## src/rtl/match_reporter_pkg.sv

```systemverilog
// rtl/match_reporter_pkg.sv - serializer states, default header byte and packet lengths
// MATCH_REPORTER_CSUM_EN adds the checksum state and a fifth packet byte.
package match_reporter_pkg;

  localparam logic [7:0] HDR_BYTE_DEFAULT = 8'hA5;
  localparam int         ENTRY_W          = 24;
  localparam int         PKT_LEN_BASE     = 4;
  localparam int         PKT_LEN_CSUM     = 5;

`ifdef MATCH_REPORTER_CSUM_EN
  localparam int PKT_LEN = PKT_LEN_CSUM;
  typedef enum logic [2:0] {S_IDLE, S_HDR, S_B1, S_B2, S_B3, S_CSUM} ser_state_t;
`else
  localparam int PKT_LEN = PKT_LEN_BASE;
  typedef enum logic [2:0] {S_IDLE, S_HDR, S_B1, S_B2, S_B3} ser_state_t;
`endif

endpackage

```

## src/rtl/match_fifo.sv

```systemverilog
// rtl/match_fifo.sv - match entry queue with same-edge push/pop and occupancy count
module match_fifo #(
  parameter int DEPTH = 8,
  parameter int WIDTH = 24
) (
  input  logic             clk,
  input  logic             rst,
  input  logic             push,
  input  logic             pop,
  input  logic [WIDTH-1:0] wdata,
  output logic [WIDTH-1:0] rdata,
  output logic             full,
  output logic             empty,
  output logic [5:0]       count
);

  localparam int AW = $clog2(DEPTH);

  logic [WIDTH-1:0] mem [DEPTH];
  logic [AW-1:0]    wptr;
  logic [AW-1:0]    rptr;

  // Storage is never reset; validity is tracked by count alone.
  always_ff @(posedge clk) begin
    if (push) mem[wptr] <= wdata;
  end

  always_ff @(posedge clk or posedge rst) begin
    if (rst) begin
      wptr  <= '0;
      rptr  <= '0;
      count <= '0;
    end else begin
      if (push) wptr <= wptr + 1'b1;
      if (pop)  rptr <= rptr + 1'b1;
      case ({push, pop})
        2'b10:   count <= count + 6'd1;
        2'b01:   count <= count - 6'd1;
        default: count <= count;
      endcase
    end
  end

  assign rdata = mem[rptr];
  assign full  = (count == 6'(DEPTH));
  assign empty = (count == 6'd0);

endmodule

```

## src/rtl/match_reporter.sv

```systemverilog
// rtl/match_reporter.sv - queues new match positions and serializes them as byte packets
// MATCH_REPORTER_CSUM_EN appends an XOR checksum of the three payload bytes.
module match_reporter
  import match_reporter_pkg::*;
#(
  parameter int         FIFO_DEPTH = 8,
  parameter logic [7:0] HDR_BYTE   = HDR_BYTE_DEFAULT
) (
  input  logic       clk,
  input  logic       rst,
  input  logic [9:0] xpos,
  input  logic [9:0] ypos,
  output logic [7:0] tx_data,
  output logic       tx_valid,
  input  logic       tx_ready,
  input  logic       ovf_clr,
  output logic       overflow,
  output logic [5:0] fifo_count
);

  ser_state_t         state_q, state_d;
  logic [19:0]        last_pos;
  logic [3:0]         seq;
  logic [ENTRY_W-1:0] pkt;
  logic [ENTRY_W-1:0] head;
  logic               full, empty, pop, push, drop, new_match;

  assign new_match = ({xpos, ypos} != last_pos);
  // A full FIFO still accepts when the serializer frees a slot on the same edge.
  assign push = new_match && (!full || pop);
  assign drop = new_match && full && !pop;

  match_fifo #(.DEPTH(FIFO_DEPTH), .WIDTH(ENTRY_W)) u_fifo (
    .clk   (clk),
    .rst   (rst),
    .push  (push),
    .pop   (pop),
    .wdata ({xpos, ypos, seq}),
    .rdata (head),
    .full  (full),
    .empty (empty),
    .count (fifo_count)
  );

  always_ff @(posedge clk or posedge rst) begin
    if (rst) begin
      state_q  <= S_IDLE;
      last_pos <= '0;
      seq      <= '0;
      overflow <= 1'b0;
      pkt      <= '0;
    end else begin
      state_q <= state_d;
      if (new_match) last_pos <= {xpos, ypos};
      if (push)      seq <= seq + 4'd1;
      if (drop)         overflow <= 1'b1;
      else if (ovf_clr) overflow <= 1'b0;
      if (pop)       pkt <= head;
    end
  end

  always_comb begin
    state_d  = state_q;
    tx_valid = 1'b0;
    tx_data  = 8'h00;
    pop      = 1'b0;
    case (state_q)
      S_IDLE: begin
        if (!empty) begin
          pop     = 1'b1;
          state_d = S_HDR;
        end
      end
      S_HDR: begin
        tx_valid = 1'b1;
        tx_data  = HDR_BYTE;
        if (tx_ready) state_d = S_B1;
      end
      S_B1: begin
        tx_valid = 1'b1;
        tx_data  = pkt[23:16];
        if (tx_ready) state_d = S_B2;
      end
      S_B2: begin
        tx_valid = 1'b1;
        tx_data  = pkt[15:8];
        if (tx_ready) state_d = S_B3;
      end
`ifdef MATCH_REPORTER_CSUM_EN
      S_B3: begin
        tx_valid = 1'b1;
        tx_data  = pkt[7:0];
        if (tx_ready) state_d = S_CSUM;
      end
      S_CSUM: begin
        tx_valid = 1'b1;
        tx_data  = pkt[23:16] ^ pkt[15:8] ^ pkt[7:0];
        if (tx_ready) begin
          pop     = !empty;
          state_d = empty ? S_IDLE : S_HDR;
        end
      end
`else
      S_B3: begin
        tx_valid = 1'b1;
        tx_data  = pkt[7:0];
        if (tx_ready) begin
          pop     = !empty;
          state_d = empty ? S_IDLE : S_HDR;
        end
      end
`endif
      default: state_d = S_IDLE;
    endcase
  end

endmodule

```

## config.mk

```make
export PLATFORM = sky130hd
export DESIGN_NAME = match_reporter
export DESIGN_NICKNAME = d
export VERILOG_FILES = /design/src/rtl/match_reporter_pkg.sv /design/src/rtl/match_fifo.sv /design/src/rtl/match_reporter.sv
export SDC_FILE = /design/constraint.sdc
export NUM_CORES = 1
export LEC_CHECK = 0
export ABC_AREA = 1
export ABC_CLOCK_PERIOD_IN_PS = 7200
export BUFFER_PORTS_ARGS = -buffer_cell sky130_fd_sc_hd__buf_2
export CORE_ASPECT_RATIO = 1.75
export CORE_UTILIZATION = 30
export DETAILED_ROUTE_END_ITERATION = 6
export GPL_ROUTABILITY_DRIVEN = 0
export HOLD_SLACK_MARGIN = 0.12
export SLEW_MARGIN = 15
export SYNTH_ARGS = -nofsm -noshare
export SYNTH_HDL_FRONTEND = slang
export SYNTH_SLANG_ARGS = --single-unit
```

## constraint.sdc

```tcl
create_clock -name clk -period 7.2 [get_ports clk]
set_input_delay 1.08 -clock clk [delete_from_list [all_inputs] [get_ports clk]]
set_output_delay 1.08 -clock clk [all_outputs]
set_load 0.01 [all_outputs]
```

Word level (Yosys, flattened, before mapping) --
Memory sizes are Yosys's and may differ from the RTL's. A register that Yosys moved wholly into a read port is not among the register bits. Index checks and enable logic that the tools add are counted.
Operators by class: shift operators 0, divide/modulo/power cells 0, multipliers 0, reductions and logical operators 13, order comparisons 0, bitwise operators 0, mux-type cells 17, equal/unequal tests 13, $add $sub $neg 5
Operators with widths (count):
- $pmux 8 s4 | 1
- $ne 20x20->1 | 1
- $mux 3 | 5
- $pmux 3 s5 | 1
- $pmux 6 s2 | 1
- $ne 2x2->1 const B | 5
- $mux 1 | 8
- $add 3x1->3 const B | 2
- $add 6x1->6 const B | 1
- $eq 3x2->1 const B | 2
- $eq 6x4->1 const B | 1
- $logic_not 6->1 | 1
- $sub 6x1->6 const B | 1
- $reduce_and 5->1 | 1
- $add 4x1->4 const B | 1
- $reduce_bool 2->1 | 2
- $reduce_or 4->1 | 1
- $eq 3x1->1 const B | 1
- $eq 3x3->1 const B | 1
- $logic_and 1x1->1 | 3
- $logic_not 1->1 | 3
- $logic_not 3->1 | 1
- $eq 2x1->1 const B | 1
- $eq 2x2->1 const B | 1
- other kinds (2) | 2
Word-level totals: output and inout bits 16, latch bits 0, word-level logic and storage cells 56, flip-flop bits (word level) 40, memories 1, ROM bits 0, bits of input ports 24, RAM bits 192
Memory list:
- u_fifo.mem | words 8, bits a word 24, rd ports 1, clocked after memory_dff 1, write ports 1, RTL line match_fifo.sv:19 | logic [WIDTH-1:0] mem [DEPTH];

Depth between registers and ports, before layout --
Gate-level depths: netlist of run 1.
word-level depth 8, mapped depth 20, depth with buffers taken out 20

Hierarchy --
From an unflattened synthesis of run 1, not the netlist that was laid out.
Second synthesis, totals: cells, all modules 982, area total of the unflattened synthesis 10727.8 µm²
By module, submodules not included:
- match_fifo | instances 1, sequential area each 6065.8 µm², cells an instance 663, area each 8260.4 µm²
- match_reporter | instances 1, sequential area each 1301.2 µm², cells an instance 319, area each 2467.4 µm²

Worst setup path before layout of run 1 --
OpenSTA, ideal clock, no wires.
path kind input to register, from in tx_ready, to mem u_fifo.mem[0][0] (enable), cell stages on the path 7, arrival 2.866 ns, slack 3.929 ns, path buffers 0, setup time 0.405 ns, data required time 6.795 ns, cell sequence inv_1 > a21oi_4 > inv_4 > nand2_4 > nand2_4 > or2_1 > nor2_1
On the way: word-level cells in the longest chain between the ends 6
RTL lines:
- start: declaration | RTL line match_reporter.sv:15 | input logic tx_ready,
- $mux 1 | RTL line match_reporter.sv:107 | if (tx_ready) begin
- $pmux 1 s2 | RTL line match_reporter.sv:67 | case (state_q)
- $logic_or 1x1->1 | RTL line match_reporter.sv:30 | assign push = new_match && (!full || pop);
- $logic_and 1x1->1 | RTL line match_reporter.sv:30
- $mux 1 | RTL line match_fifo.sv:25 | if (push) mem[wptr] <= wdata;
- $mux 1 (not written as such) | RTL line match_fifo.sv:25
- end: declaration | RTL line match_fifo.sv:19
Every way passes these cells.

Worst setup path in the final report of run 1 --
from reg u_fifo.count[0], to mem u_fifo.mem[5][19] (enable)
On the way: word-level cells in the longest chain between the ends 8, elaborated cells between the ends (all ways) 11, classes of those cells eq/ne (1); mux (5); reduce/logical (5)
RTL lines:
- start: declaration | RTL line match_fifo.sv:14 | output logic [5:0] count
- start signal: assignment | RTL line match_fifo.sv:37 | 2'b10: count <= count + 6'd1;
- start signal: assignment | RTL line match_fifo.sv:38 | 2'b01: count <= count - 6'd1;
- start signal: assignment | RTL line match_fifo.sv:39 | default: count <= count;
- $logic_not 6->1 | RTL line match_fifo.sv:46 | assign empty = (count == 6'd0);
- $logic_not 1->1 | RTL line match_reporter.sv:108 | pop = !empty;
- $mux 1 | RTL line match_reporter.sv:107
- $pmux 1 s2 | RTL line match_reporter.sv:67
- $logic_or 1x1->1 (*) | RTL line match_reporter.sv:30
- $logic_and 1x1->1 (*) | RTL line match_reporter.sv:30
- $mux 1 (*) | RTL line match_fifo.sv:25
- $mux 1 (not written as such) (*) | RTL line match_fifo.sv:25
Mark *: on every way between the ends. The rest lies on a longest branch, timed or not.

==> qor.yml, run 1 <==
drc_errors: 0
die_h_um: 250
netlist.area_leader.share_pct: 54.9
grt_pass1_vias: 6797
detailed_place.area_um2: 11100
postCtsResizedCells: 0
final.setup.tns_ps: 0
finish.net_count: 957
critical_path.endpoint_type: "flip-flop"
critPathLaunchType: "flip-flop"
port-buffer-count: 39
synth-edff-count: 192
post-synth-top-area-cell: "sky130_fd_sc_hd__edfxtp_1"
rsz_0062_raised_after_global_routing: "false"
hold_buffers: 0
multi_input_gate_area_um2: 2720
dpl_worst_slack_ps: 3260
finalWirelength_um: 26200
asyncSetResetFlopFracSynth_pct: 25.0
critPathMaxStageDelay_ps: 630
critPathBufInv: 3
max-vdd-ir-drop_uv: 173
ys_types: 30
cts_max_path_buffers: 3
timing.final.hold_violations: 0
post_route_cells_drive_above_1_share_pct: 11.7
postCtsSetupRepairBufs: 0
fin_skew_ps: 12.2
synth-seq-area-share_pct: 70.1
ioPinCount: 40
proportion_of_power_drawn_by_combinational_gates_pct: 31.5
internal-power_uw: 3360
cts.sink_count: 256
switchingPower_uw: 1960
global_route.overflow_total: 0
ant_nets: 0
grt_start_max_net_pins: 99
max_cap_violations: 0
clk_latency_ps: 520
crit_path_top_delay_cell: "sky130_fd_sc_hd__a21oi_4"
n_antenna_cell: 0
final_max_slew_viol_count: 0
grt_first_pass_wirelength_um: 40400
routed_wire_length_per_instance_um: 18.7
critical_path.cell_chain: "nor2_1 -> nand3_2 -> nand2_2 -> a21oi_4 -> inv_4 -> nand2_4 -> nand2_4 -> inv_4 -> nand2_1 -> nor2_2 -> buf_4"
final.hold.worst_slack_ps: 494
floorplan.rows: 90
power.clock.fraction_pct: 24.5
max_slew.worst_pin.slew_ps: 1020
grt_antenna_before_repair: 0
layout-area-overhead-vs-synth_pct: 13.6
outcome: "finished clean"
worst_path_dominant_cell_family: "simple AND/OR/NAND/NOR gates"
synth.area.top_cells: "sky130_fd_sc_hd__edfxtp_1 55%, sky130_fd_sc_hd__dfrtp_1 15%, sky130_fd_sc_hd__nor2_1 6.9%, sky130_fd_sc_hd__nand2_1 4.8%, sky130_fd_sc_hd__o21ai_0 4.3%"
postSynthNetCount: 942
avgSynthCellArea_um2: 11.5
vias_per_cell: 4.78
num-fill-cells: 3444
report.final.setup_viol: 0
timing.final.crit_share_pct: 47.9
max_fo_critical_path: 32
detailedRoute.firstPassIterationCount: 5
worst_slack_ps: 3750
timing.setup.critical_path_class: "reg -> reg"
share_seq_of_total_power_pct: 44.0
post_synth_instance_area_um2: 10500
static-leakage-power_uw: 0.00445
achievable-frequency_ghz: 0.290
ys.warnings.count: 0
power.density_cell_area_nw_per_um2: 445
seqCellArea_um2: 7370
synth_seq_cells: 256
power_switching_share_pct: 36.8
numCtsBuffers: 23
detailedRoute.firstIterationViolations: 494
relSlewSlack_pct: 32.2
cts-htree-levels: 1
clkSlewWorstSetupHoldPaths_ps: 70
clock-root-buffer: "sky130_fd_sc_hd__clkbuf_16"
fp.coreArea_um2: 34500
dpl.hpwl_um: 17000
most_common_library_cells_after_synthesis: "192 x sky130_fd_sc_hd__edfxtp_1, 192 x sky130_fd_sc_hd__nor2_1, 135 x sky130_fd_sc_hd__nand2_1"
route.vias.total: 6695
dominantRegCellSynth: "sky130_fd_sc_hd__edfxtp_1"
power_uw: 5320
die_w_um: 143
cts_tree: "yes"
timing.hold.worst.class: "reg -> reg"
grt_usage_pct: 15.1
required_ps: 7400
finalCriticalPeriod_ps: 3450
finish.instance_area_um2: 11900
fp.dieArea_um2: 35800
signal_arrival_time_at_the_worst_endpoint_ps: 3650
syn_inst: 910
start_util_pct: 30.5
==> routing by layer <==
| metal | vias up | GRT usage, % | share of wire, % |
|---|---|---|---|
| li1 | 3167 | - | - |
| met1 | 3348 | 16.9 | 39 |
| met2 | 137 | 28.3 | 54 |
| met3 | 43 | 1.46 | 3.5 |
| met4 | 0 | 6.72 | 3.5 |
| met5 | - | 0 | 0 |
==> cells in the final DEF, fill, tap and decap left out, types with 10 or more instances in the layout <==
cell / synthesis / routed
sky130_fd_sc_hd__o21ai_0: 91 / 91
sky130_fd_sc_hd__nor2_2: 2 / 10
sky130_fd_sc_hd__edfxtp_1: 192 / 192
sky130_fd_sc_hd__xnor2_1: 12 / 12
sky130_fd_sc_hd__clkbuf_16: 0 / 23
sky130_fd_sc_hd__nand2_1: 135 / 135
sky130_fd_sc_hd__buf_4: 2 / 12
sky130_fd_sc_hd__nor2_1: 192 / 184
sky130_fd_sc_hd__buf_2: 13 / 39
sky130_fd_sc_hd__nand3_1: 20 / 20
sky130_fd_sc_hd__dfrtp_1: 64 / 62
sky130_fd_sc_hd__inv_1: 45 / 44
sky130_fd_sc_hd__o32ai_1: 48 / 48
==> state kept, by name, indices dropped and copies added, names as in the netlist <==
register,count
u_fifo.rptr,3
u_fifo.mem,192
last_pos,20
u_fifo.wptr,3
pkt,24
seq,4
state_q,3
overflow,1
u_fifo.count,6
==> power by group through the flow <==
| stage | clock (µW) | combinational, µW | sequential (µW) |
|---|---|---|---|
| 2_1_floorplan | 0 | 1140 | 2270 |
| 3_3_place_gp | 0 | 1680 | 2360 |
| 3_5_place_dp | 0 | 1700 | 2370 |
| 4_1_cts | 1330 | 1710 | 2340 |
| 5_1_grt | 1380 | 1860 | 2380 |
| 6_report | 1300 | 1680 | 2340 |
==> worst paths after layout <==
kind                                  from                 to  slack, ps  cells after the start
min in group asynchronous              rst        last_pos[4]        790                      3
max in group asynchronous              rst     u_fifo.rptr[1]       5680                      3
max reg2reg                u_fifo.count[0]  u_fifo.mem[5][19]       3750                     11
min                                 pkt[7]             pkt[7]        490                      2
min reg2reg                         pkt[7]             pkt[7]        490                      2
max                        u_fifo.count[0]  u_fifo.mem[5][19]       3750                     11
==> worst reg2reg max path, stage by stage (launching register included) <==
cell and delay, ps:
sky130_fd_sc_hd__dfrtp_1 500, sky130_fd_sc_hd__nor2_1 110, sky130_fd_sc_hd__nand3_2 120, sky130_fd_sc_hd__nand2_2 80, sky130_fd_sc_hd__a21oi_4 630, sky130_fd_sc_hd__inv_4 320
sky130_fd_sc_hd__nand2_4 170, sky130_fd_sc_hd__nand2_4 90, sky130_fd_sc_hd__inv_4 110, sky130_fd_sc_hd__nand2_1 160, sky130_fd_sc_hd__nor2_2 440, sky130_fd_sc_hd__buf_4 400
==> logic make-up after synthesis <==
family                     count (synthesis)  share of synthesized area (%)
and+or+nand+nor                          360                           13.6
AOI/OAI and AO/OA                        156                           9.36
adders and majority gates                  8                           1.02
xor gates and xnor gates                  20                           1.67
buffers and inverters                    110                           4.20
DFF                                      256                           70.1
==> cell type report <==
class	instances	share of cell area, %
sequential	256	61.7
multi-input combinational	544	22.8
tap	460	4.82
clock buffer	32	5.44
timing repair buffer	51	2.39
clock inverter	9	1.25
inverter	49	1.58
==> stage by stage <==
stage | cells | util, %
floorplan | 910 | -
global placement | 1360 | 32.3
detailed placement | 1360 | 32.3
CTS | 1401 | 34.6
global route | 1401 | 34.6
finish | 1401 | 34.6
Power figures use the tool's default switching activity.
==> run 2, diff against run 1 <==
ABC_AREA = 0   (was 1)
ABC_CLOCK_PERIOD_IN_PS = 3600   (was 7200)
clock period = 3.6 ns   (was 7.2 ns; I/O delays follow)
==> run 2 against run 1 <==
Net effect: fmax rose by 18%; largest power group unchanged; via count decreased by 27%; combinational power rose by 83%; synthesized cell count shrank 38%; final area fell by 1.4%; highest routed layer unchanged; flip-flop and latch count unchanged; register-to-register slack worse by 3100 ps; sequential share of layout area rose by 0.87 points; first-iteration DRC count decreased by 0.81%; hold slack lost 280 ps; clock power grew 92%.
==> qor.yml, run 2 <==
synth-seq-area-share_pct: 72.7
start_util_pct: 30.6
max_slew.worst_pin.slew_ps: 938
drc_errors: 0
achievable-frequency_ghz: 0.341
r2r-end: "u_fifo.count[5]"
die_h_um: 245
netlist.area_leader.share_pct: 56.9
synth.area.top_cells: "sky130_fd_sc_hd__edfxtp_1 57%, sky130_fd_sc_hd__dfrtp_1 16%, sky130_fd_sc_hd__mux4_2 11%, sky130_fd_sc_hd__mux2i_1 2.9%, sky130_fd_sc_hd__xor2_1 1.9%"
detailedRoute.firstIterationViolations: 490
dpl_worst_slack_ps: 324
clock-root-buffer: "sky130_fd_sc_hd__clkbuf_16"
synth_seq_cells: 256
grt_antenna_before_repair: 0
timing.final.hold_violations: 0
post_route_cells_drive_above_1_share_pct: 27.5
clkSlewWorstSetupHoldPaths_ps: 70
post_synth_instance_area_um2: 10100
ys.warnings.count: 0
timing.final.crit_share_pct: 81.5
static-leakage-power_uw: 0.00420
critical_path.endpoint_type: "flip-flop"
postCtsResizedCells: 0
asyncSetResetFlopFracSynth_pct: 25.0
yosysMostFrequentCell: "sky130_fd_sc_hd__edfxtp_1"
outcome: "finished clean"
min-delay-start: "ovf_clr"
multi_input_gate_area_um2: 2590
cts_tree: "yes"
required_ps: 3990
hold_end: "overflow"
timing.hold.worst.class: "in -> reg"
grt_first_pass_wirelength_um: 31700
most_common_library_cells_after_synthesis: "192 x sky130_fd_sc_hd__edfxtp_1, 64 x sky130_fd_sc_hd__dfrtp_1, 48 x sky130_fd_sc_hd__mux4_2"
largest_reg_flops: 192
ff2ff_path_depth: 12
critPathLaunchType: "flip-flop"
signal_arrival_time_at_the_worst_endpoint_ps: 3330
final_max_slew_viol_count: 0
worst_slack_ps: 666
hold_buffers: 0
grt_pass1_vias: 5090
finish.net_count: 645
final.hold.worst_slack_ps: 214
max_cap_violations: 0
power_uw: 10400
fin_skew_ps: 8.74
final_core_util_pct: 35.5
routed_wire_length_per_instance_um: 19.1
relSlewSlack_pct: 37.5
dominantRegCellSynth: "sky130_fd_sc_hd__edfxtp_1"
finalCriticalPeriod_ps: 2930
layout_common_cells: "192 x sky130_fd_sc_hd__edfxtp_1, 62 x sky130_fd_sc_hd__dfrtp_1, 48 x sky130_fd_sc_hd__mux4_2, 40 x sky130_fd_sc_hd__nand2_1, 39 x sky130_fd_sc_hd__buf_2"
synth-edff-count: 192
global_route.overflow_total: 0
cts_max_path_buffers: 3
final.setup.tns_ps: 0
reg2reg_setup_slack_ps: 670
worst_r2r_startpoint: "last_pos[2]"
timing.setup.critical_path_class: "reg -> reg"
floorplan.rows: 88
report.final.setup_viol: 0
post-synth-top-area-cell: "sky130_fd_sc_hd__edfxtp_1"
num-fill-cells: 3109
die_w_um: 141
syn_inst: 566
clk_latency_ps: 510
largest-register: "u_fifo.mem"
dpl.hpwl_um: 13200
holdPathStages: 2
grt_start_max_net_pins: 65
layout-area-overhead-vs-synth_pct: 16.1
postSynthNetCount: 598
cts.sink_count: 256
numCtsBuffers: 22
ioPinCount: 40
fp.coreArea_um2: 33100
max_fo_critical_path: 4
postCtsSetupRepairBufs: 0
seqCellArea_um2: 7370
layout.cells.most_common: "sky130_fd_sc_hd__edfxtp_1"
finalWirelength_um: 20700
rsz_0062_raised_after_global_routing: "false"
power.density_cell_area_nw_per_um2: 879
ys_types: 43
vias_per_cell: 4.52
grt_usage_pct: 12.5
fp.dieArea_um2: 34600
cts-htree-levels: 1
max-vdd-ir-drop_uv: 287
detailedRoute.firstPassIterationCount: 6
ant_nets: 0
biggestRegsByFlops: "u_fifo.mem x192, pkt x24, last_pos x20"
port-buffer-count: 39
route.vias.total: 4877
n_antenna_cell: 0
avgSynthCellArea_um2: 17.9
run 2: power by group:
part           total [µW]  switching [µW]  internal, µW
registers            4780             589          4190
clock network        2490            1030          1460
logic                3080            1640          1430
total               10400            3270          7090
run 2: cells by family after synthesis:
logic type | after synthesis | synth area share (%)
muxes | 82 | 14.1
xor gates and xnor gates | 33 | 2.85
buffers and inverters | 53 | 2.23
DFF | 256 | 72.7
AOI/OAI and AO/OA | 55 | 3.38
and+or+nand+nor | 79 | 3.69
adders and majority gates | 8 | 1.06
run 2: how the worst max path moves through the flow:
stage           startpoint               end  slack, ps  depth (start not counted)
2_1_floorplan      xpos[4]  u_fifo.mem[2][0]       -620                          6
4_1_cts        last_pos[2]   u_fifo.count[5]        660                         12
3_3_place_gp       ypos[2]   u_fifo.count[5]        350                         13
5_1_grt        last_pos[2]   u_fifo.count[5]        430                         12
3_5_place_dp       ypos[2]   u_fifo.count[5]        320                         13
6_report       last_pos[2]   u_fifo.count[5]        670                         12
run 2: stage by stage:
stage / std cells / cell area (µm²)
final: 1079 / 11800
after global routing: 1079 / 11800
after CTS: 1079 / 11800
after detailed placement: 1039 / 11000
after global placement: 1039 / 11000
after floorplan: 566 / 10100
run 2: routing by layer:
metal  routed length, µm  track usage [%]  vias up
met4                 518             4.57        0
met5                   0                0        -
met2               11600             23.8       77
met1                7990             14.0     2531
li1                    -                -     2246
met3                 546             1.56       23
run 2: final cells by class:
cell class | count | share of cell area (%)
Clock inverter | 8 | 1.06
Sequential cell | 256 | 62.6
Inverter | 8 | 0.255
Tap cell | 450 | 4.78
Multi-Input combinational cell | 257 | 22.0
Clock buffer | 32 | 5.43
Timing Repair Buffer | 68 | 3.83
run 2: worst max-delay path: stages, from the launching register on:
cell                        delay, ps
sky130_fd_sc_hd__dfrtp_1          370
sky130_fd_sc_hd__xor2_1           190
sky130_fd_sc_hd__nor4_1           300
sky130_fd_sc_hd__buf_4            150
sky130_fd_sc_hd__nand4_1          190
sky130_fd_sc_hd__nor3_2           350
sky130_fd_sc_hd__ha_1             290
sky130_fd_sc_hd__a21oi_1          150
sky130_fd_sc_hd__nor2b_1           80
sky130_fd_sc_hd__o21a_1           190
sky130_fd_sc_hd__o311ai_0         280
sky130_fd_sc_hd__o2bb2ai_1        140
sky130_fd_sc_hd__xor2_1           150
==> run 3, diff against run 2 <==
ABC_CLOCK_PERIOD_IN_PS = 2600   (was 3600)
clock period = 2.6 ns   (was 3.6 ns; I/O delays follow)
==> run 3 against run 2 <==
Net effect: the flow now finishes with violations (negative setup slack); first-iteration DRC count is 20% lower; utilization is 2.1 points higher; register-to-register slack worse by 890 ps; critical path type unchanged; largest power group unchanged; die area stayed put; largest cell class unchanged; final cell count is 5.2% higher; flip-flop and latch count stayed put.
==> qor.yml, run 3 (synthesized netlist as in run 2, its figures left out) <==
rsz_0062_raised_after_global_routing: "true"
max_cap_violations: 0
max_slew.worst_pin.slew_ps: 525
ff2ff_path_depth: 12
failing_checks: "negative setup slack"
crit_path_top_delay_cell: "sky130_fd_sc_hd__dfrtp_1"
report.final.setup_viol: 3
finish.instance_area_um2: 12500
grt_usage_pct: 12.9
cts_tree: "yes"
r2r-end: "u_fifo.count[5]"
switchingPower_uw: 4650
drc_errors: 0
cts-htree-levels: 1
layout-area-overhead-vs-synth_pct: 22.9
max-vdd-ir-drop_uv: 467
die_w_um: 141
timing.setup.critical_path_class: "reg -> reg"
proportion_of_power_drawn_by_combinational_gates_pct: 34.4
finish.net_count: 702
critPathMaxStageDelay_ps: 370
detailed_place.area_um2: 11600
grt_first_pass_wirelength_um: 33000
achievable-frequency_ghz: 0.354
holdPathStages: 1
fp.coreArea_um2: 33100
cts.sink_count: 256
grt_pass1_vias: 5380
port-buffer-count: 39
static-leakage-power_uw: 0.00454
reg2reg_setup_slack_ps: -230
fin_skew_ps: 18.4
timing.final.hold_violations: 0
internal-power_uw: 10100
detailedRoute.firstIterationViolations: 390
detailedRoute.firstPassIterationCount: 4
power_switching_share_pct: 31.5
biggestRegsByFlops: "u_fifo.mem x192, pkt x24, last_pos x20"
num-fill-cells: 3019
clkSlewWorstSetupHoldPaths_ps: 70
share_seq_of_total_power_pct: 43.9
signal_arrival_time_at_the_worst_endpoint_ps: 3230
post_route_cells_drive_above_1_share_pct: 34.2
route.vias.total: 5100
floorplan.rows: 88
dpl.hpwl_um: 14200
power_uw: 14800
routed_wire_length_per_instance_um: 18.9
power.clock.fraction_pct: 21.7
timing.hold.worst.class: "in -> reg"
min-delay-start: "ypos[4]"
outcome: "finished, violations left"
finalWirelength_um: 21500
ioPinCount: 40
worst_r2r_startpoint: "last_pos[0]"
finalCriticalPeriod_ps: 2830
relSlewSlack_pct: 65.0
layout.cells.most_common: "sky130_fd_sc_hd__edfxtp_1"
largest_reg_flops: 192
clock-root-buffer: "sky130_fd_sc_hd__clkbuf_16"
die_h_um: 245
grt_start_max_net_pins: 54
largest-register: "u_fifo.mem"
grt_antenna_before_repair: 2
fp.dieArea_um2: 34600
numCtsBuffers: 21
critical_path.endpoint_type: "flip-flop"
timing.final.crit_share_pct: 109
hold_end: "u_fifo.mem[1][8]"
dpl_worst_slack_ps: -570
vias_per_cell: 4.49
max_fo_critical_path: 4
start_util_pct: 30.6
layout_common_cells: "192 x sky130_fd_sc_hd__edfxtp_1, 64 x sky130_fd_sc_hd__buf_4, 62 x sky130_fd_sc_hd__dfrtp_1, 48 x sky130_fd_sc_hd__mux4_2, 40 x sky130_fd_sc_hd__nand2_1"
clk_latency_ps: 520
critical_path.cell_chain: "xor2_1 -> nor4_4 -> buf_4 -> nand4_1 -> nor3_4 -> ha_1 -> a21oi_2 -> nor2b_1 -> o21a_1 -> o311ai_1 -> o2bb2ai_1 -> xor2_1"
ant_nets: 0
global_route.overflow_total: 0
final_max_slew_viol_count: 0
critPathLaunchType: "flip-flop"
n_antenna_cell: 0
cts_max_path_buffers: 3
worst_slack_ps: -228
timing.critical_path.mode_cell: "sky130_fd_sc_hd__xor2_1"
required_ps: 3000
power.density_cell_area_nw_per_um2: 1180
[run 3: changes by cell type in the layout (fill, tap and decap cells not counted), moves of 3 or more]
cell,previous run,this run
sky130_fd_sc_hd__buf_12,3,17
sky130_fd_sc_hd__buf_4,26,64
sky130_fd_sc_hd__buf_6,0,3
sky130_fd_sc_hd__dlygate4sd3_1,0,3
sky130_fd_sc_hd__nor3_4,0,3
sky130_fd_sc_hd__nor4_2,4,1
sky130_fd_sc_hd__nor4_4,0,5
sky130_fd_sc_hd__xor2_1,22,19
sky130_fd_sc_hd__xor2_2,0,3
[run 3: worst max-delay path, delay by kind of cell (launching register included)]
| family | cells | cell delay (ps) |
|---|---|---|
| buf+inv | 1 | 190 |
| flops | 1 | 370 |
| simple gates | 4 | 870 |
| fa+ha+maj | 1 | 280 |
| xor+xnor | 2 | 330 |
| compound gates | 4 | 690 |
[run 3: layer usage]
metal	vias up	GRT usage, %	wire length, µm
met2	79	25.5	12500
met3	32	1.58	569
met1	2619	13.9	7980
li1	2366	-	-
met4	4	4.38	465
met5	-	0	34
[run 3: worst max path at each step]
stage / from / endpoint / slack [ps] / cells after the start
detailed placement: ypos[4] / u_fifo.count[5] / -570 / 13
CTS: last_pos[6] / u_fifo.count[5] / -270 / 12
global placement: ypos[4] / u_fifo.count[5] / -550 / 13
floorplan: state_q[0] / u_fifo.mem[6][0] / -660 / 5
finish: last_pos[0] / u_fifo.count[5] / -230 / 12
global route: last_pos[17] / u_fifo.count[5] / -400 / 12
[run 3: what timing repair did]
item                                   4_1_cts  5_1_grt
setup endpoints to repair                    5       28
pin swaps                                    4        6
gates resized for setup                      7       10
endpoints found under the hold margin       13        0
buffers inserted                             1        6
hold buffers                                 3        0
[run 3: layout make-up]
| type | instances | area, µm² | share of cell area, % |
|---|---|---|---|
| clock buffers | 32 | 597 | 4.79 |
| clock inverters | 6 | 87.6 | 0.703 |
| multi-input cells | 257 | 2730 | 21.9 |
| repair buffers | 126 | 1080 | 8.67 |
| flip-flops and latches | 256 | 7370 | 59.2 |
| well taps | 450 | 563 | 4.52 |
| inverters | 8 | 30.0 | 0.241 |
[run 3: metrics by stage]
stage / TNS [ps] / cells / hold WS (ps) / util (%)
floorplan: -76020 / 566 / 441 / -
detailed placement: -11220 / 1088 / 383 / 35.0
global route: -929 / 1135 / 130 / 37.6
finish: -366 / 1135 / 142 / 37.6
CTS: -503 / 1129 / 126 / 37.3
global placement: -10300 / 1088 / 393 / 35.0
[run 3: power by group through the flow]
| stage | Clock [µW] | Sequential (µW) | Combinational, µW |
|---|---|---|---|
| after floorplan | 0 | 6300 | 3130 |
| after global placement | 0 | 6540 | 5020 |
| after detailed placement | 0 | 6600 | 5080 |
| after CTS | 3300 | 6510 | 5120 |
| after global routing | 3420 | 6610 | 5550 |
| final | 3210 | 6480 | 5080 |
